==> config.mk <==
export PLATFORM = sky130hd
export DESIGN_NAME = turn_input_ctrl
export DESIGN_NICKNAME = d
export VERILOG_FILES = /design/src/rtl/snake_pkg.sv /design/src/rtl/turn_input_ctrl_key_debounce.sv /design/src/rtl/turn_input_ctrl.sv
export SDC_FILE = /design/constraint.sdc
export NUM_CORES = 1
export LEC_CHECK = 0
export ABC_AREA = 1
export ABC_CLOCK_PERIOD_IN_PS = 2750
export BUFFER_PORTS_ARGS = -buffer_cell sky130_fd_sc_hd__buf_2
export CAP_MARGIN = 20
export CORE_ASPECT_RATIO = 0.8
export CORE_UTILIZATION = 35
export CTS_CLUSTER_SIZE = 25
export DETAILED_ROUTE_END_ITERATION = 8
export GPL_TIMING_DRIVEN = 0
export MAX_ROUTING_LAYER = met4
export PLACE_DENSITY = 0.57
export SLEW_MARGIN = 40
export SYNTH_ARGS = -nofsm -noshare
export SYNTH_HDL_FRONTEND = slang
export SYNTH_SLANG_ARGS = --single-unit
==> constraint.sdc <==
create_clock -name clk -period 2.75 [get_ports clk]
set_input_delay 0.55 -clock clk [delete_from_list [all_inputs] [get_ports clk]]
set_output_delay 0.55 -clock clk [all_outputs]
set_load 0.02 [all_outputs]
==> src/rtl/snake_pkg.sv <==
// Shared direction encoding and helpers for the snake direction path.
// The same 2-bit encoding is used by the turn input stage, the direction
// FSM and the datapath, so rotations and decodes live here once.
package snake_pkg;

  typedef logic [1:0] dir_t;

  localparam dir_t DIR_RIGHT = 2'd0;
  localparam dir_t DIR_UP    = 2'd1;
  localparam dir_t DIR_LEFT  = 2'd2;
  localparam dir_t DIR_DOWN  = 2'd3;

  // Clockwise: RIGHT->DOWN->LEFT->UP->RIGHT, i.e. +3 mod 4.
  function automatic dir_t rot_cw(input dir_t d);
    return dir_t'(d + 2'd3);
  endfunction

  // Counter-clockwise: RIGHT->UP->LEFT->DOWN->RIGHT, i.e. +1 mod 4.
  function automatic dir_t rot_ccw(input dir_t d);
    return dir_t'(d + 2'd1);
  endfunction

  // One-hot decode, bit order {down, left, up, right}.
  function automatic logic [3:0] dir_onehot(input dir_t d);
    logic [3:0] oh;
    case (d)
      DIR_RIGHT: oh = 4'b0001;
      DIR_UP:    oh = 4'b0010;
      DIR_LEFT:  oh = 4'b0100;
      DIR_DOWN:  oh = 4'b1000;
      default:   oh = 4'b0001;
    endcase
    return oh;
  endfunction

endpackage

==> src/rtl/turn_input_ctrl_key_debounce.sv <==
// Key conditioner: two-flop synchroniser, level debounce counter and a
// single-cycle press pulse on each accepted released->pressed transition.
// Releases are debounced too but never produce a pulse.
module key_debounce #(
  parameter int unsigned DEBOUNCE_CYCLES = 500000,
  parameter int unsigned CNT_W           = 19
) (
  input  logic clk,
  input  logic reset,
  input  logic key_n_i,
  output logic press_o
);

  localparam logic [CNT_W-1:0] CNT_LAST = CNT_W'(DEBOUNCE_CYCLES - 1);
  localparam logic [CNT_W-1:0] CNT_ONE  = CNT_W'(1);

  logic             sync1_q, sync2_q;
  logic             stable_q, stable_d;
  logic             stable_dly_q;
  logic [CNT_W-1:0] cnt_q, cnt_d;

  // Debounce: count consecutive mismatches, flip the stable level on the last one.
  always_comb begin
    stable_d = stable_q;
    cnt_d    = cnt_q;
    if (sync2_q != stable_q) begin
      if (cnt_q == CNT_LAST) begin
        stable_d = ~stable_q;
        cnt_d    = {CNT_W{1'b0}};
      end else begin
        cnt_d    = cnt_q + CNT_ONE;
      end
    end else begin
      cnt_d = {CNT_W{1'b0}};
    end
  end

  // State flops: synchroniser, stable level, its delayed copy and the counter.
  always_ff @(posedge clk) begin
    if (reset) begin
      sync1_q      <= 1'b1;
      sync2_q      <= 1'b1;
      stable_q     <= 1'b1;
      stable_dly_q <= 1'b1;
      cnt_q        <= {CNT_W{1'b0}};
    end else begin
      sync1_q      <= key_n_i;
      sync2_q      <= sync1_q;
      stable_q     <= stable_d;
      stable_dly_q <= stable_q;
      cnt_q        <= cnt_d;
    end
  end

  // High for the one cycle after the stable level fell from released to pressed.
  assign press_o = stable_dly_q & ~stable_q;

endmodule

==> src/rtl/turn_input_ctrl.sv <==
// Turn input stage: debounces the two turn keys, holds at most one pending
// turn and applies it on the snake step tick so the direction only ever
// changes by 90 degrees per step.
module turn_input_ctrl
  import snake_pkg::*;
#(
  parameter int unsigned DEBOUNCE_CYCLES = 500000,
  parameter int unsigned CNT_W           = 19
) (
  input  logic       clk,
  input  logic       reset,
  input  logic       key_left_n,
  input  logic       key_right_n,
  input  logic       step,
  output logic       move_right,
  output logic       move_up,
  output logic       move_left,
  output logic       move_down,
  output logic       turn_pending,
  output logic [7:0] turn_count
);

  logic       press_left_s, press_right_s;
  logic       one_press_s, apply_s;
  dir_t       base_dir_s;

  dir_t       dir_q, dir_d;
  logic [3:0] dir_oh_q, dir_oh_d;
  logic       pend_q, pend_d;
  dir_t       tgt_q, tgt_d;
  logic [7:0] cnt_q, cnt_d;

  key_debounce #(
    .DEBOUNCE_CYCLES (DEBOUNCE_CYCLES),
    .CNT_W           (CNT_W)
  ) u_deb_left (
    .clk     (clk),
    .reset   (reset),
    .key_n_i (key_left_n),
    .press_o (press_left_s)
  );

  key_debounce #(
    .DEBOUNCE_CYCLES (DEBOUNCE_CYCLES),
    .CNT_W           (CNT_W)
  ) u_deb_right (
    .clk     (clk),
    .reset   (reset),
    .key_n_i (key_right_n),
    .press_o (press_right_s)
  );

  // Simultaneous left and right presses cancel each other.
  assign one_press_s = press_left_s ^ press_right_s;
  assign apply_s     = step & pend_q;

  // Next state: apply the pending turn on step, then latch a new press
  // relative to whatever direction will be in effect after this edge.
  always_comb begin
    dir_d      = dir_q;
    dir_oh_d   = dir_oh_q;
    pend_d     = pend_q;
    tgt_d      = tgt_q;
    cnt_d      = cnt_q;
    base_dir_s = dir_q;
    if (apply_s) begin
      dir_d      = tgt_q;
      dir_oh_d   = dir_onehot(tgt_q);
      pend_d     = 1'b0;
      cnt_d      = cnt_q + 8'd1;
      base_dir_s = tgt_q;
    end else begin
      base_dir_s = dir_q;
    end
    if (one_press_s && (!pend_q || apply_s)) begin
      pend_d = 1'b1;
      if (press_left_s) begin
        tgt_d = rot_ccw(base_dir_s);
      end else begin
        tgt_d = rot_cw(base_dir_s);
      end
    end else begin
      tgt_d = tgt_q;
    end
  end

  // Direction, one-hot output copy, pending slot and turn counter.
  always_ff @(posedge clk) begin
    if (reset) begin
      dir_q    <= DIR_RIGHT;
      dir_oh_q <= 4'b0001;
      pend_q   <= 1'b0;
      tgt_q    <= DIR_RIGHT;
      cnt_q    <= 8'd0;
    end else begin
      dir_q    <= dir_d;
      dir_oh_q <= dir_oh_d;
      pend_q   <= pend_d;
      tgt_q    <= tgt_d;
      cnt_q    <= cnt_d;
    end
  end

  assign move_right   = dir_oh_q[0];
  assign move_up      = dir_oh_q[1];
  assign move_left    = dir_oh_q[2];
  assign move_down    = dir_oh_q[3];
  assign turn_pending = pend_q;
  assign turn_count   = cnt_q;

endmodule

==> flow_summary.toml, run 1 <==
[floorplanning]
die_h_um = 84.82
io-pin-count = 18
core-area_mm2 = 0.008128
floorplan.initialDensity = 0.3692
die_width_um = 105.5
fp_rows = 29
fp.dieArea_mm2 = 0.008949

[clocking]
tritoncts = "built"
cts_inserted_buffers = 9
cts_repair_resize_count = 0
postCtsSetupRepairBufs = 0
number_of_levels_the_h_tree_was_split_into = 3
clockRootBuffer = "sky130_fd_sc_hd__clkbuf_8"
cts-root-to-sink-buffers = 2
clk_pin_slew_worst_paths_ns = 0.07
clock_latency_ns = 0.35
clock-sinks = 63
holdBufCountCts = 0

[drt]
drt.antenna.violating_nets = 0
wl_met3_um = 223
route.detailed.vias_per_inst = 4.517
post_route_drc = 0
detail_route.first_pass.iterations = 4
dr.first_iter.drc_count = 109
met2_routed_wl_um = 2466
detailroute.via_count = 2543
wl_per_cell_um = 10.53
totalWireLength_um = 5931
route.layer.met1.wl_um = 3145
highest_layer = "met4"

[grt]
grt_pass1_vias = 2330
maximum_number_of_pins_on_one_net_before_global_route_repair = 11
antenna_found_initial = 0
grt_remaining_overflow = 0
global_route_usage_sum = 0.1529
grt_first_pass_wirelength_um = 10400

[final_layout]
layout-area-overhead-vs-synth_pct = 13.93
antenna_cells_inserted = 0
final_net_count = 459
drive_gt1_frac = 0.1341

[synthesis]
synth_fp_nets = 431
yosysWarningCount = 0
yosysUniqueCellTypes = 31
synthDominantCellAreaShare = 0.4204
synth_area_mm2 = 0.003000
synth.top_cells.by_area = "sky130_fd_sc_hd__dfxtp_1 (42%), sky130_fd_sc_hd__nand2_1 (12%), sky130_fd_sc_hd__nor2_1 (9.5%), sky130_fd_sc_hd__inv_1 (5.9%), sky130_fd_sc_hd__nand3_1 (4.7%)"
synth-edff-count = 0
ys.flop_type = "sky130_fd_sc_hd__dfxtp_1"
syn-instance-count = 423
async_reset_ff_frac = 0
synth_seq_area_share = 0.4204
synth.avg_cell_area_um2 = 7.093
yosys.area.top_type = "sky130_fd_sc_hd__dfxtp_1"
ys_ff_latch = 63

[power_and_ir_drop]
power.static_leakage_nw = 1.314
pwr_cell_area_mw_per_mm2 = 514.3
totalPowerFinal_mw = 1.758
ir_drop_mv = 0.2632

[timing]
setup_tns_ns = 0
rsz0062_at_grt = "no"
fmaxAchievable_mhz = 612.3
final-hold-violation-count = 0
finalClockSkew_ns = 0.008144
post-route-min-period_ns = 1.633
finalMaxSlewViolations = 0
worst_slew_pin_slew_ns = 0.4619
final_min_period_over_clock_period = 0.5939
finalSetupViolCount = 0
worst_slew_margin_relative_to_its_limit = 0.6921

[setup_path]
critPathLaunchType = "register"
worst_path_required_time_ns = 2.99
critPathCaptureType = "register"
crit_path_max_fanout = 10
cp_slowest_cell = "sky130_fd_sc_hd__dfxtp_1"
crit_arrival_ns = 1.87
max_stage_delay_ns = 0.42
worst-setup-path-type = "register to register"
worstPathCellList = "ha_1, nand2_2, nor2_8, nand3_2, nand2_4, buf_6, nor2_1"

[job]
maxCapViolCount = 0

[placed_design]
place.gp.congestion = 0.8111
dp_hpwl_um = 4357
port_buffers = 17

[outcome]
outcome = "completed"

[min_path]
hp-class = "primary input to register"
==> synth_stat cells, drive strengths merged (3+ instances only) <==
cell type	count
o21ai	10
nor3	10
inv	48
nand4	9
nand3	30
nand2	105
or2	10
xnor2	4
nand3b	5
nor2	84
xor2	13
dfxtp	63
buf	3
a21oi	20
ha	3
==> power breakdown <==
part	leakage (nW)	internal, mW	total, mW	switching, mW
logic	0.707	0.00837	0.0249	0.0165
clock network	0.0985	0.462	0.815	0.353
registers	0.509	0.916	0.918	0.00239
total	1.31	1.39	1.76	0.372
==> worst max-delay path: cells and delay by family, from the launching register on <==
kind	cells	cell delay, ns
buf+inv	1	0.17
fa+ha+maj	1	0.28
flops	1	0.42
simple gates	5	0.66
==> worst paths after layout <==
check,from,end,slack [ns],depth (start not counted)
setup / recovery,u_deb_right.cnt_q[0]$_SDFF_PP0_,u_deb_right.cnt_q[6]$_SDFF_PP0_,1.12,7
hold reg to reg,u_deb_left.sync1_q$_SDFF_PP1_,u_deb_left.sync2_q$_SDFF_PP1_,0.41,1
hold / removal,key_right_n,u_deb_right.sync1_q$_SDFF_PP1_,0.38,2
setup reg to reg,u_deb_right.cnt_q[0]$_SDFF_PP0_,u_deb_right.cnt_q[6]$_SDFF_PP0_,1.12,7
==> sequential cells by signal, summed over array words and instances (netlist names) <==
signal	cells
u_deb_right.stable_dly_q	1
turn_pending	1
u_deb_left.sync1_q	1
tgt_q	2
dir_q	2
u_deb_left.cnt_q	19
u_deb_left.stable_dly_q	1
u_deb_left.sync2_q	1
turn_count	8
u_deb_left.stable_q	1
u_deb_right.sync2_q	1
u_deb_right.sync1_q	1
dir_oh_q	4
u_deb_right.cnt_q	19
u_deb_right.stable_q	1
==> cells by family after synthesis <==
family,Yosys count,synth area share
xor gates and xnor gates,17,0.04962
AOI/OAI and AO/OA,33,0.05755
and+or+nand+nor,254,0.3895
buffers and inverters,53,0.07047
DFF,63,0.4204
adders and majority gates,3,0.01251
==> layout by cell type, fill, tap and decap left out, types with 2 or more instances in the layout <==
master	synthesis	layout
sky130_fd_sc_hd__o21a_1	2	2
sky130_fd_sc_hd__inv_1	47	47
sky130_fd_sc_hd__nand2_1	98	98
sky130_fd_sc_hd__o21ai_0	10	10
sky130_fd_sc_hd__nor3_1	8	8
sky130_fd_sc_hd__clkbuf_1	2	3
sky130_fd_sc_hd__nor2_1	76	76
sky130_fd_sc_hd__or2_2	6	6
sky130_fd_sc_hd__a21oi_1	20	20
sky130_fd_sc_hd__nand3_1	28	28
sky130_fd_sc_hd__dfxtp_1	63	63
sky130_fd_sc_hd__nor2_4	2	2
sky130_fd_sc_hd__nand2_2	5	5
sky130_fd_sc_hd__nor2_2	5	5
sky130_fd_sc_hd__nand3b_1	4	4
sky130_fd_sc_hd__or2_0	4	4
sky130_fd_sc_hd__nand4_1	9	9
sky130_fd_sc_hd__nand3_2	2	2
sky130_fd_sc_hd__xor2_1	13	13
sky130_fd_sc_hd__ha_1	3	3
sky130_fd_sc_hd__nor3_2	2	2
sky130_fd_sc_hd__clkbuf_8	0	11
sky130_fd_sc_hd__nand2_4	2	2
sky130_fd_sc_hd__xnor2_1	4	4
sky130_fd_sc_hd__buf_2	1	18
==> per-layer routing <==
layer	vias to the layer above	track usage
met1	1117	0.1967
met4	0	0.05303
met2	31	0.2213
li1	1385	-
met3	10	0.05530
met5	-	-
==> through the flow <==
stage | instances | utilization | cell area (um2) | hold WS, ns | setup WS [ns]
floorplan | 423 | - | 3000 | 0.3895 | 1.373
global placement | 548 | 0.3962 | 3221 | 0.3971 | 1.092
detailed placement | 548 | 0.3962 | 3221 | 0.3952 | 1.079
CTS | 563 | 0.4206 | 3418 | 0.3631 | 1.129
global route | 563 | 0.4206 | 3418 | 0.3607 | 0.9966
finish | 563 | 0.4206 | 3418 | 0.3805 | 1.117
==> cell type report <==
type | instances | area, um2
sequential | 63 | 1261
inverter | 48 | 180.2
clock inverter | 3 | 42.54
clock buffer | 12 | 155.1
tap | 108 | 135.1
buffer | 5 | 31.28
multi-input combinational | 307 | 1528
timing repair buffer | 17 | 85.08
fill | 895 | 4710
Power figures use the tool's default switching activity.
==> inputs of run 2 (changes only) <==
ABC_CLOCK_PERIOD_IN_PS = 1640   (was 2750)
clock period = 1.64 ns   (was 2.75 ns; I/O delays follow)
==> run 2 against run 1 <==
Against the previous run:
- routed wire length increased by 0.62%
- largest power group unchanged
- via count increased by 0.59%
- clock power increased by 68%
- die area unchanged
- power increased by 68%
- flip-flop and latch count unchanged
- combinational power increased by 71%
- register-to-register slack got worse by 1.0 ns
- non-clock buffer count unchanged
- utilization increased by 0.12 points
- sequential power increased by 68%
==> flow_summary.toml, run 2 (synthesis gave the netlist of run 1 again) <==
[outcome]
outcome = "completed"

[final_layout]
drive_gt1_frac = 0.1407
mostFrequentLayoutCell = "sky130_fd_sc_hd__nand2_1"
layout-area-overhead-vs-synth_pct = 14.26
finish.instance_area_mm2 = 0.003428
commonest_non_fill_non_tap_cells_in_the_layout = "sky130_fd_sc_hd__nand2_1 (98), sky130_fd_sc_hd__nor2_1 (76), sky130_fd_sc_hd__dfxtp_1 (61)"
antenna_cells_inserted = 0
final_net_count = 459

[timing]
post-route-min-period_ns = 1.534
finalClockSkew_ns = 0.008261
worst_slew_pin_slew_ns = 0.4651
finalMaxSlewViolations = 0
worst_slew_margin_relative_to_its_limit = 0.6900
hold_slack_ns = 0.1586
final-hold-violation-count = 0
setup_tns_ns = 0
fmaxAchievable_mhz = 651.7
final_min_period_over_clock_period = 0.9357
finalSetupViolCount = 0

[placed_design]
port_buffers = 17
dp_hpwl_um = 4357
place.gp.congestion = 0.8111
post_dp_cell_area_mm2 = 0.003221

[floorplanning]
die_width_um = 105.5
die_h_um = 84.82
core-area_mm2 = 0.008128
floorplan.initialDensity = 0.3692
fp.dieArea_mm2 = 0.008949
io-pin-count = 18
fp_rows = 29

[setup_path]
worst-path-stages = 7
worst_path_required_time_ns = 1.88
r2r_slack_ns = 0.11
cp.buffers_inverters = 1
critPathLaunchType = "register"
crit_path_max_fanout = 10
max_stage_delay_ns = 0.38
critPathCaptureType = "register"
worstRegToRegCells = 7
crit_arrival_ns = 1.77
cp_slowest_cell = "sky130_fd_sc_hd__dfxtp_2"
worst-setup-path-type = "register to register"
rr_startpoint = "u_deb_right.cnt_q[0]$_SDFF_PP0_"
worstPathCellList = "ha_2, nand2_2, nor2_8, nand3_2, nand2_4, buf_6, nor2_1"
regToRegEndpoint = "u_deb_right.cnt_q[6]$_SDFF_PP0_"
path_delay_family = "simple AND/OR/NAND/NOR gates"

[power_and_ir_drop]
seq_power_share = 0.522
power.static_leakage_nw = 1.313
ir_drop_mv = 0.4413
clock_power_share = 0.463
power.share.switching = 0.2115
power.share.combinational = 0.014
pwr_cell_area_mw_per_mm2 = 859.9
p_int_mw = 2.324
p_sw_mw = 0.6236

[clocking]
clk_pin_slew_worst_paths_ns = 0.07
cts_inserted_buffers = 9
clock_latency_ns = 0.35
postCtsSetupRepairBufs = 0
number_of_levels_the_h_tree_was_split_into = 3
cts-root-to-sink-buffers = 2
clock-sinks = 63
tritoncts = "built"
clockRootBuffer = "sky130_fd_sc_hd__clkbuf_8"

[min_path]
hold_path_end = "u_deb_right.sync1_q$_SDFF_PP1_"
holdCritStartpoint = "key_right_n"
whs_path_depth = 2
hp-class = "primary input to register"

[grt]
maximum_number_of_pins_on_one_net_before_global_route_repair = 11
antenna_found_initial = 0
grt_pass1_vias = 2330
global_route_usage_sum = 0.1529
grt_first_pass_wirelength_um = 10400
grt_remaining_overflow = 0

[drt]
detail_route.first_pass.iterations = 4
route.detailed.vias_per_inst = 4.544
wl_per_cell_um = 10.60
drt.antenna.violating_nets = 0
totalWireLength_um = 5968
detailroute.via_count = 2558
post_route_drc = 0
dr.first_iter.drc_count = 116

[job]
maxCapViolCount = 0
## run 2: changes by cell type in the layout (fill, tap and decap cells not counted)
cell	previous run	this run
sky130_fd_sc_hd__dfxtp_1	63	61
sky130_fd_sc_hd__dfxtp_2	0	2
sky130_fd_sc_hd__nand2_4	2	3
sky130_fd_sc_hd__ha_1	3	2
sky130_fd_sc_hd__ha_2	0	1
sky130_fd_sc_hd__nand2_2	5	4
## run 2: metal layers
metal | wire length (um) | global-route usage
met1 | 3152 | 0.1967
met2 | 2481 | 0.2213
met3 | 238 | 0.05530
met4 | 96 | 0.05303
met5 | 0 | -
## run 2: per-stage QoR
step	instances	utilization	setup slack (ns)	power (mW)
2_1_floorplan	423	-	0.2632	1.599
3_3_place_gp	548	0.3962	0.02646	1.617
3_5_place_dp	548	0.3962	0.02868	1.617
4_1_cts	563	0.4206	0.01937	2.997
5_1_grt	563	0.4218	-0.01637	3.075
6_report	563	0.4218	0.1055	2.948
## run 2: worst max-delay path by stage
| stage | from | endpoint | slack, ns |
|---|---|---|---|
| after floorplan | u_deb_right.cnt_q[0]$_SDFF_PP0_ | u_deb_right.cnt_q[14]$_SDFF_PP0_ | 0.26 |
| after global placement | u_deb_right.cnt_q[0]$_SDFF_PP0_ | u_deb_right.cnt_q[14]$_SDFF_PP0_ | 0.03 |
| after detailed placement | u_deb_right.cnt_q[0]$_SDFF_PP0_ | u_deb_right.cnt_q[14]$_SDFF_PP0_ | 0.03 |
| after CTS | u_deb_right.cnt_q[0]$_SDFF_PP0_ | u_deb_right.cnt_q[14]$_SDFF_PP0_ | 0.02 |
| after global routing | u_deb_left.cnt_q[0]$_SDFF_PP0_ | u_deb_left.cnt_q[15]$_SDFF_PP0_ | -0.02 |
| final | u_deb_right.cnt_q[0]$_SDFF_PP0_ | u_deb_right.cnt_q[6]$_SDFF_PP0_ | 0.11 |
## run 2: repair_timing
item                       4_1_cts  5_1_grt
gates resized for setup          0        4
setup endpoints to repair        0       26
hold buffers                     0        0
## run 2: cell type report
| type | count | area (um2) |
|---|---|---|
| multi-input cells | 307 | 1535 |
| fillers | 895 | 4700 |
| repair buffers | 17 | 85.08 |
| plain buffers | 5 | 31.28 |
| clock inverters | 3 | 42.54 |
| flip-flops and latches | 63 | 1264 |
| clock buffers | 12 | 155.1 |
| inverters | 48 | 180.2 |
| well taps | 108 | 135.1 |
## run 2: power groups by stage
stage | logic (mW) | clock network (mW) | registers (mW)
global placement | 0.0426 | 0 | 1.57
CTS | 0.0428 | 1.42 | 1.54
detailed placement | 0.0428 | 0 | 1.57
finish | 0.0426 | 1.37 | 1.54
global route | 0.0481 | 1.49 | 1.54
floorplan | 0.0262 | 0 | 1.57
==> inputs of run 3 (changes only) <==
CTS_BUF_LIST = sky130_fd_sc_hd__clkbuf_4   (was not set)
==> run 3 against run 2 <==
Against the previous run:
- via count up 0.47%
- register-to-register slack better by 0.02 ns
- setup slack better by 0.019 ns
- critical path depth unchanged
- critical endpoint is now u_deb_left.cnt_q[7]$_SDFF_PP0_
- non-clock buffer count up 6
- global-route usage down 0.12 points
==> flow_summary.toml, run 3 (synthesis gave the netlist of run 1 again) <==
[clocking]
tritoncts = "built"
clock-sinks = 63
number_of_levels_the_h_tree_was_split_into = 3
clk_pin_slew_worst_paths_ns = 0.10
cts_inserted_buffers = 9
cts-root-to-sink-buffers = 2
clock_latency_ns = 0.42
clockRootBuffer = "sky130_fd_sc_hd__clkbuf_4"

[setup_path]
worst_path_required_time_ns = 1.96
worst-setup-path-type = "register to register"
critPathLaunchType = "register"
critPathCaptureType = "register"
crit_arrival_ns = 1.84
crit_path_max_fanout = 10

[placed_design]
port_buffers = 17
dp_hpwl_um = 4357
pre_cts_slack_ns = 0.02868
placed_cells_incl_taps = 548
place.gp.congestion = 0.8111

[floorplanning]
fp.dieArea_mm2 = 0.008949
fp_rows = 29
die_h_um = 84.82
floorplan.initialDensity = 0.3692
io-pin-count = 18
core-area_mm2 = 0.008128
die_width_um = 105.5

[drt]
totalWireLength_um = 5970
wl_per_cell_um = 10.49
dr.first_iter.drc_count = 109
route.detailed.vias_per_inst = 4.517
drt.antenna.violating_nets = 0
post_route_drc = 0
detailroute.via_count = 2570
detail_route.first_pass.iterations = 4

[timing]
worst_slew_pin_slew_ns = 0.4540
final_critical_path_setup_slack_ns = 0.1242
final-hold-violation-count = 0
fmaxAchievable_mhz = 659.7
finalMaxSlewViolations = 0
setup_tns_ns = 0
final_min_period_over_clock_period = 0.9243
hold_slack_ns = 0.08408
post-route-min-period_ns = 1.516
finalSetupViolCount = 0
finalClockSkew_ns = 0.01099
worst_slew_margin_relative_to_its_limit = 0.6973

[grt]
maximum_number_of_pins_on_one_net_before_global_route_repair = 11
antenna_found_initial = 0
grt_remaining_overflow = 0
grt_pass1_vias = 2314
grt_first_pass_wirelength_um = 10330
global_route_usage_sum = 0.1517

[final_layout]
mostFrequentLayoutCell = "sky130_fd_sc_hd__nand2_1"
commonest_non_fill_non_tap_cells_in_the_layout = "sky130_fd_sc_hd__nand2_1 (98), sky130_fd_sc_hd__nor2_1 (76), sky130_fd_sc_hd__dfxtp_1 (61)"
stdcell_count = 569
final_net_count = 465
layout-area-overhead-vs-synth_pct = 13.34
drive_gt1_frac = 0.1497
antenna_cells_inserted = 0
finish.utilization = 0.4184

[min_path]
hp-class = "primary input to register"

[job]
maxCapViolCount = 0

[power_and_ir_drop]
ir_drop_mv = 0.3741
pwr_cell_area_mw_per_mm2 = 763.6
power.static_leakage_nw = 1.310

[outcome]
outcome = "completed"
## run 3: area by class of cell
class	instances	area, um2
Timing Repair Buffer	23	130.1
Clock inverter	5	50.05
Sequential cell	63	1264
Fill cell	901	4727
Clock buffer	10	75.07
Inverter	48	180.2
Buffer	5	31.28
Tap cell	108	135.1
Multi-Input combinational cell	307	1535
## run 3: final timing paths
| path | slack (ns) | cells past startpoint | from | end |
|---|---|---|---|---|
| setup / recovery | 0.12 | 7 | u_deb_left.cnt_q[0]$_SDFF_PP0_ | u_deb_left.cnt_q[7]$_SDFF_PP0_ |
| hold / removal | 0.08 | 2 | key_right_n | u_deb_right.sync1_q$_SDFF_PP1_ |
| setup reg to reg | 0.12 | 7 | u_deb_left.cnt_q[0]$_SDFF_PP0_ | u_deb_left.cnt_q[7]$_SDFF_PP0_ |
| hold reg to reg | 0.42 | 1 | u_deb_left.sync1_q$_SDFF_PP1_ | u_deb_left.sync2_q$_SDFF_PP1_ |
## run 3: timing repair
item,4_1_cts,5_1_grt
endpoints found under the hold margin,0,0
hold buffers,0,0
resized for setup,0,4
setup endpoints to repair,0,26
setup buffers,0,6
## run 3: routing by layer
metal	vias to the layer above	global-route usage	routed length, um	share of wire
li1	1398	-	-	-
met1	1124	0.1971	3148	0.53
met2	36	0.2183	2482	0.42
met3	12	0.04839	245	0.041
met4	0	0.06061	93	0.016
met5	-	-	0	0
## run 3: power by group
group          internal (mW)  switching [mW]  leakage, nW
Clock                  0.461           0.551       0.0673
Combinational         0.0172          0.0286        0.734
Sequential              1.54         0.00405        0.509
Total                   2.01           0.583         1.31
## run 3: critical path, stage by stage (launching register included)
cell and delay [ns]:
sky130_fd_sc_hd__dfxtp_2 0.39, sky130_fd_sc_hd__ha_1 0.17, sky130_fd_sc_hd__nand2_1 0.10, sky130_fd_sc_hd__nor2_4 0.19
sky130_fd_sc_hd__nand3_1 0.17, sky130_fd_sc_hd__nand2_4 0.15, sky130_fd_sc_hd__buf_4 0.19, sky130_fd_sc_hd__nor2_1 0.06
## run 3: stage by stage
stage	area, um2	power, mW
CTS	3346	2.645
global placement	3221	1.617
detailed placement	3221	1.617
floorplan	3000	1.599
global route	3401	2.717
finish	3401	2.597
